File: src/rtl/key_debouncer.sv
// -----------------------------------------------------------------------------
// key_debouncer
//
// Conditions raw active-low push-button inputs for downstream control logic.
// Each key goes through a two-flop synchroniser and then an independent
// debouncer. The debouncer holds a stable level and a pending count. A key
// produces a clean held level and one-cycle press and release strobes.
//
// Optional build macro:
//   KEY_DEBOUNCER_AUTOREPEAT_EN - a held key re-issues KEY_PRESS strobes.
//                                 The first repeat comes REPEAT_DELAY cycles
//                                 after the accepted press. Later repeats
//                                 come every REPEAT_PERIOD cycles.
//
// Parameters:
//   NUM_KEYS        number of independent keys (>= 1)
//   DEBOUNCE_CYCLES consecutive cycles a new level must persist (>= 2)
//   REPEAT_DELAY    press-to-first-repeat distance (auto-repeat builds only)
//   REPEAT_PERIOD   repeat-to-repeat distance (auto-repeat builds only)
//
// Ports:
//   CLOCK_50     in   system clock, rising edge
//   RESET_N      in   asynchronous active-low reset
//   KEY          in   raw keys, active-low, asynchronous to CLOCK_50
//   KEY_DOWN     out  debounced level, 1 = pressed
//   KEY_PRESS    out  one-cycle strobe per accepted press (and per repeat)
//   KEY_RELEASE  out  one-cycle strobe per accepted release
//
// Handshake: there is none. The strobes are single-cycle pulses with no ready
// or back-pressure. A consumer must sample them on every rising edge.
// -----------------------------------------------------------------------------
module key_debouncer #(
    parameter int NUM_KEYS        = 3,
    parameter int DEBOUNCE_CYCLES = 1000000,
    parameter int REPEAT_DELAY    = 25000000,
    parameter int REPEAT_PERIOD   = 12500000
) (
    input  logic                CLOCK_50,
    input  logic                RESET_N,
    input  logic [NUM_KEYS-1:0] KEY,
    output logic [NUM_KEYS-1:0] KEY_DOWN,
    output logic [NUM_KEYS-1:0] KEY_PRESS,
    output logic [NUM_KEYS-1:0] KEY_RELEASE
);

    // The stable state of each key. A pending change lives in the counter,
    // not in a separate state.
    typedef enum logic {
        RELEASED = 1'b0,
        PRESSED  = 1'b1
    } key_state_t;

    localparam int             CW      = $clog2(DEBOUNCE_CYCLES);
    localparam logic [CW-1:0]  DB_LAST = CW'(DEBOUNCE_CYCLES - 1);

    if (NUM_KEYS < 1 || DEBOUNCE_CYCLES < 2 || REPEAT_DELAY < 1 || REPEAT_PERIOD < 1) begin : g_param_check
        $error("key_debouncer: illegal parameter value");
    end

    // Synchroniser. Both flops reset to 1, which is the released level.
    logic [NUM_KEYS-1:0] sync1_q;
    logic [NUM_KEYS-1:0] ksync_q;
    logic [NUM_KEYS-1:0] ksync_pressed;

    always_ff @(posedge CLOCK_50 or negedge RESET_N) begin
        if (!RESET_N) begin
            sync1_q <= '1;
            ksync_q <= '1;
        end else begin
            sync1_q <= KEY;
            ksync_q <= sync1_q;
        end
    end

    assign ksync_pressed = ~ksync_q;

    // Debounce state
    key_state_t          state_q [NUM_KEYS];
    key_state_t          state_d [NUM_KEYS];
    logic [CW-1:0]       cnt_q   [NUM_KEYS];
    logic [CW-1:0]       cnt_d   [NUM_KEYS];
    logic [NUM_KEYS-1:0] press_q;
    logic [NUM_KEYS-1:0] press_d;
    logic [NUM_KEYS-1:0] release_q;
    logic [NUM_KEYS-1:0] release_d;

`ifdef KEY_DEBOUNCER_AUTOREPEAT_EN
    localparam int            RMAX    = (REPEAT_DELAY > REPEAT_PERIOD) ? REPEAT_DELAY : REPEAT_PERIOD;
    localparam int            RW      = (RMAX > 1) ? $clog2(RMAX) : 1;
    localparam logic [RW-1:0] RD_LAST = RW'(REPEAT_DELAY - 1);
    localparam logic [RW-1:0] RP_LAST = RW'(REPEAT_PERIOD - 1);

    // rep_armed marks that the first repeat has already gone out.
    // After that point the shorter period applies.
    logic [RW-1:0]       rep_cnt_q [NUM_KEYS];
    logic [RW-1:0]       rep_cnt_d [NUM_KEYS];
    logic [NUM_KEYS-1:0] rep_armed_q;
    logic [NUM_KEYS-1:0] rep_armed_d;
`endif

    always_comb begin
        for (int k = 0; k < NUM_KEYS; k++) begin
            state_d[k]   = state_q[k];
            cnt_d[k]     = '0;
            press_d[k]   = 1'b0;
            release_d[k] = 1'b0;

            // A sample that matches the stable level restarts the count.
            // This is how bounce gets rejected.
            if (ksync_pressed[k] == (state_q[k] == PRESSED)) begin
                cnt_d[k] = '0;
            end else if (cnt_q[k] == DB_LAST) begin
                if (ksync_pressed[k]) begin
                    state_d[k] = PRESSED;
                    press_d[k] = 1'b1;
                end else begin
                    state_d[k]   = RELEASED;
                    release_d[k] = 1'b1;
                end
            end else begin
                cnt_d[k] = cnt_q[k] + 1'b1;
            end

`ifdef KEY_DEBOUNCER_AUTOREPEAT_EN
            rep_cnt_d[k]   = '0;
            rep_armed_d[k] = 1'b0;
            // Repeats run only while the key is stably held. The release
            // cycle itself is excluded. The counter is zero on the edge that
            // accepts a press, so distances are measured from that strobe.
            if (state_q[k] == PRESSED && !release_d[k]) begin
                if (rep_cnt_q[k] == (rep_armed_q[k] ? RP_LAST : RD_LAST)) begin
                    press_d[k]     = 1'b1;
                    rep_armed_d[k] = 1'b1;
                end else begin
                    rep_cnt_d[k]   = rep_cnt_q[k] + 1'b1;
                    rep_armed_d[k] = rep_armed_q[k];
                end
            end
`endif
        end
    end

    always_ff @(posedge CLOCK_50 or negedge RESET_N) begin
        if (!RESET_N) begin
            for (int k = 0; k < NUM_KEYS; k++) begin
                state_q[k] <= RELEASED;
                cnt_q[k]   <= '0;
            end
            press_q   <= '0;
            release_q <= '0;
        end else begin
            for (int k = 0; k < NUM_KEYS; k++) begin
                state_q[k] <= state_d[k];
                cnt_q[k]   <= cnt_d[k];
            end
            press_q   <= press_d;
            release_q <= release_d;
        end
    end

`ifdef KEY_DEBOUNCER_AUTOREPEAT_EN
    always_ff @(posedge CLOCK_50 or negedge RESET_N) begin
        if (!RESET_N) begin
            for (int k = 0; k < NUM_KEYS; k++) begin
                rep_cnt_q[k] <= '0;
            end
            rep_armed_q <= '0;
        end else begin
            for (int k = 0; k < NUM_KEYS; k++) begin
                rep_cnt_q[k] <= rep_cnt_d[k];
            end
            rep_armed_q <= rep_armed_d;
        end
    end
`endif

    // KEY_DOWN is the stable state itself. It changes on the same edge as
    // the registered strobe.
    always_comb begin
        for (int k = 0; k < NUM_KEYS; k++) begin
            KEY_DOWN[k] = (state_q[k] == PRESSED);
        end
    end

    assign KEY_PRESS   = press_q;
    assign KEY_RELEASE = release_q;

endmodule

File: config.mk
export PLATFORM = sky130hd
export DESIGN_NAME = key_debouncer
export DESIGN_NICKNAME = d
export VERILOG_FILES = /design/src/rtl/key_debouncer.sv
export SDC_FILE = /design/constraint.sdc
export NUM_CORES = 1
export LEC_CHECK = 0
export BUFFER_PORTS_ARGS = -buffer_cell sky130_fd_sc_hd__buf_4
export CAP_MARGIN = 25
export CORE_MARGIN = 5
export CORE_UTILIZATION = 40
export CTS_CLUSTER_SIZE = 28
export DETAILED_ROUTE_END_ITERATION = 12
export PLACE_DENSITY = 0.68
export SYNTH_ARGS = -nofsm -noshare
export SYNTH_HDL_FRONTEND = slang
export SYNTH_SLANG_ARGS = --single-unit
File: constraint.sdc
create_clock -name CLOCK_50 -period 4.57 [get_ports CLOCK_50]
set_clock_uncertainty 0.1 [all_clocks]
set_input_delay 0.2285 -clock CLOCK_50 [delete_from_list [all_inputs] [get_ports CLOCK_50]]
set_output_delay 0.2285 -clock CLOCK_50 [all_outputs]
set_load 0.05 [all_outputs]
### Yosys cells after proc, flatten, opt, wreduce, memory -nomap -nowiden

Index checks and enable logic that the tools add are counted.

* register bits after elaboration: 75
* input port bits: 5

* bitwise operators: 4
* add/subtract/negate cells: 3
* equal/unequal tests: 6
* reductions and logical operators: 3
* muxes and demuxes: 24

Operators by type and width (count)
* $mux W20: 6
* $add A20 B1 Y20 const B: 3
* $eq A20 B20 Y1 const B: 3
* $mux W1: 18
* $reduce_and A2 Y1: 3
* $eq A1 B1 Y1: 3
* $not A1 Y1: 3
* $not A3 Y3: 1

### Logic depth before layout (Yosys ltp)

* depth after elaboration: 4
* gate-level depth with buffers: 7
* gate-level depth less buffers: 5

### Least setup slack after synthesis

Ideal clock, no wire load.

* path type: register -> register
* from: reg cnt_q[8] (netlist bit)
* to: reg cnt_q[11] (netlist bit)
* library setup time: 0.119 ns
* arrival: 1.870 ns
* clock period less this slack: 2.089 ns
* stages on the path, launching flop included: 6
* path buffers: 1
* required time: 4.351 ns
* setup slack: 2.481 ns
* cells stage by stage: dfrtp_1 or4b_1 or4_4 o21ai_4 buf_6 nor2_1

RTL lines
* start: declaration: RTL line 80 `logic [CW-1:0] cnt_q [NUM_KEYS];`
* start signal: indexed assignment: RTL line 154 `cnt_q[k] <= cnt_d[k];`

==> results.toml <==
[floorplan]
ios = 14
start_util_pct = 40.8
core-area_um2 = 8680
die_y_um = 104
rows = 34
die_x_um = 104
die-area_um2 = 10800

[timing]
relSlewSlack_pct = 50.9
fmax_ghz = 0.427
min_period_ps = 2340
rsz0062_at_grt = "false"
finalSetupTns_ps = 0
holdWs_ps = 236
drv_slew = 0
setup_viol = 0
tightest_slew_ps = 730
hold_viol_final = 0
period_share_pct = 51.3

[synth]
netlist_instances = 353
synth_top_family_by_area = "simple AND/OR/NAND/NOR gates"
synth_fa_ha_area_share_pct = 1.06
synth.top_cells.by_count = "dfrtp_1 (69), nor2_1 (42), xnor2_1 (23), nand2_1 (22), nand3_1 (22)"
synth_top_flop_cell = "dfrtp_1"
synth-edff-count = 0
synth_area_um2 = 3540
synth_seq_cells = 75
synth_cell_type_count = 36
synth_top_area_share_pct = 48.8
syn_area_per_cell_um2 = 10.0
post-synth-top-count-cell = "dfrtp_1"
synth.largest_area_cell = "dfrtp_1"
synth-async-reset-ratio_pct = 100
synth_mux_area_share_pct = 0
synth_compound_area_share_pct = 8.95
synth_xor_area_share_pct = 8.67
ys_warn_count = 0
syn_nets = 361
synth-seq-area-share_pct = 53.3
synth.area.top_cells = "dfrtp_1 (49%), xnor2_1 (5.7%), dfstp_2 (4.5%), nor2_1 (4.5%), or4_1 (3.2%)"
synthSimpleGateAreaFrac_pct = 25.2

[power_and_ir_drop]
p_per_area_nw_per_um2 = 303
finalPower_mw = 1.20
leakagePower_nw = 1.55
ir_worst_vdd_mv = 0.162

[drt]
drc = 0
via_count = 2624
drt_iter0_markers = 105
drt-total-wl_um = 6780
final_antenna_net_count = 0
vias_per_cell = 5.40
dr.pass1.iters = 4
routedWlPerCell_um = 13.9

[clock_tree]
cts_buffer_depth = 2
cts_made_buffers = 9
cts_setup_buffers = 0
clkLatencyLatePin_ps = 360
clk_pin_slew_ps = 100
htreeDepth = 3
tritoncts = "yes"
clkSinkCount = 75
root_buffer = "clkbuf_8"

[placement]
place.detailed.hpwl_um = 4640
place.port_buffers = 13
place.gp.congestion = 0.770
post_dp_cell_area_um2 = 3720

[layout]
nFillCells = 849
drive_above_1_share_pct = 13.2
postLayoutCellArea_um2 = 3970
diodes = 0
areaGrowthSynthToFinish_pct = 12.3
final_nets = 381
final_util_pct = 45.8

[global_route]
antenna_found_initial = 0
grt_use_total_pct = 13.3
grt_pass1_wl_um = 12100
grt_max_degree = 76
grt_pass1_vias = 2652
gr-total-overflow = 0

[critical_path]
path_class = "flop to flop"
crit_fanout = 8
worstPathArrival_ps = 2510
worstPathRequired_ps = 4740
critPathLaunchType = "flop"
crit_path_end_kind = "flop"

[hold_path]
min_path_type = "flop to flop"

[flow_run]
max_cap_violations = 0

[outcome]
status = "complete, no violations"
## registers in the layout, summed over array words and instances, names as in the netlist
register	flops
ksync_q	3
sync1_q	3
KEY_PRESS	3
KEY_RELEASE	3
KEY_DOWN	3
cnt_q	60
## through the flow
step | std cells | setup WS, ps
2_1_floorplan | 353 | 2480
3_3_place_gp | 465 | 2310
3_5_place_dp | 465 | 2270
4_1_cts | 485 | 2250
5_1_grt | 486 | 2140
6_report | 486 | 2230
## power by group
| part | leakage, nW | switching, mW | internal (mW) |
|---|---|---|---|
| Sequential | 1.02 | 0.00979 | 0.674 |
| Combinational | 0.447 | 0.0272 | 0.0153 |
| Clock | 0.0844 | 0.270 | 0.205 |
## cell families (layout without fill, tap and decap cells)
group	Yosys count	in the layout
DFF	75	75
and+or+nand+nor	165	165
adders and majority gates	3	3
AOI/OAI and AO/OA	53	53
buffers and inverters	22	47
xor gates and xnor gates	35	35
## cells in the final DEF, fill, tap and decap left out, types with 6 or more instances in the layout
cell and count:
buf_4 14, inv_1 12, a21oi_1 21, dfstp_2 6, nand4_1 10, clkbuf_8 9, nand3_1 22, xor2_1 12
nand2_1 22, dfrtp_1 69, or3_1 11, xnor2_1 23, nor3_1 10, o21ai_0 19, o31ai_1 7, and3_1 9
or4_1 15, nor2_1 42
## critical path, stage by stage (launching register included)
cell	delay (ps)
dfrtp_1	420
ha_1	270
nand2_1	120
or4_1	680
or4_1	520
a21oi_1	160
## repair_timing
item / in CTS / in global routing
endpoints found under the hold margin: 72 / 0
gates resized for setup: 0 / 0
hold buffers: 4 / 0
setup endpoints to repair: 0 / 0
## metal layers
layer	global-route usage [%]	up-vias	part of all wire (%)
met5	0	-	0
met4	5.64	0	1.7
met3	3.35	11	4.1
met2	20.9	46	47
met1	17.3	1274	47
li1	-	1293	-
## path summary, 6_finish.rpt
check	startpoint	to	slack, ps	cells after the start
setup / recovery	cnt_q[0]$_DFF_PN0_	cnt_q[18]$_DFF_PN0_	2230	5
hold / removal	sync1_q[2]$_DFF_PN1_	ksync_q[2]$_DFF_PN1_	240	0
setup reg to reg	cnt_q[0]$_DFF_PN0_	cnt_q[18]$_DFF_PN0_	2230	5
hold reg to reg	sync1_q[2]$_DFF_PN1_	ksync_q[2]$_DFF_PN1_	240	0
max in group asynchronous	RESET_N	sync1_q[2]$_DFF_PN1_	3690	3
min in group asynchronous	RESET_N	cnt_q[36]$_DFF_PN0_	320	3
## cell type report
type | instances | area, um2 | share of cell area (%)
clock buffer | 9 | 124 | 3.12
clock inverter | 7 | 60.1 | 1.51
inverter | 12 | 45.0 | 1.13
multi-input combinational | 256 | 1550 | 39.0
sequential | 75 | 1880 | 47.4
tap | 108 | 135 | 3.40
timing repair buffer | 19 | 173 | 4.35
No activity file was read; power rests on OpenSTA's default activity.
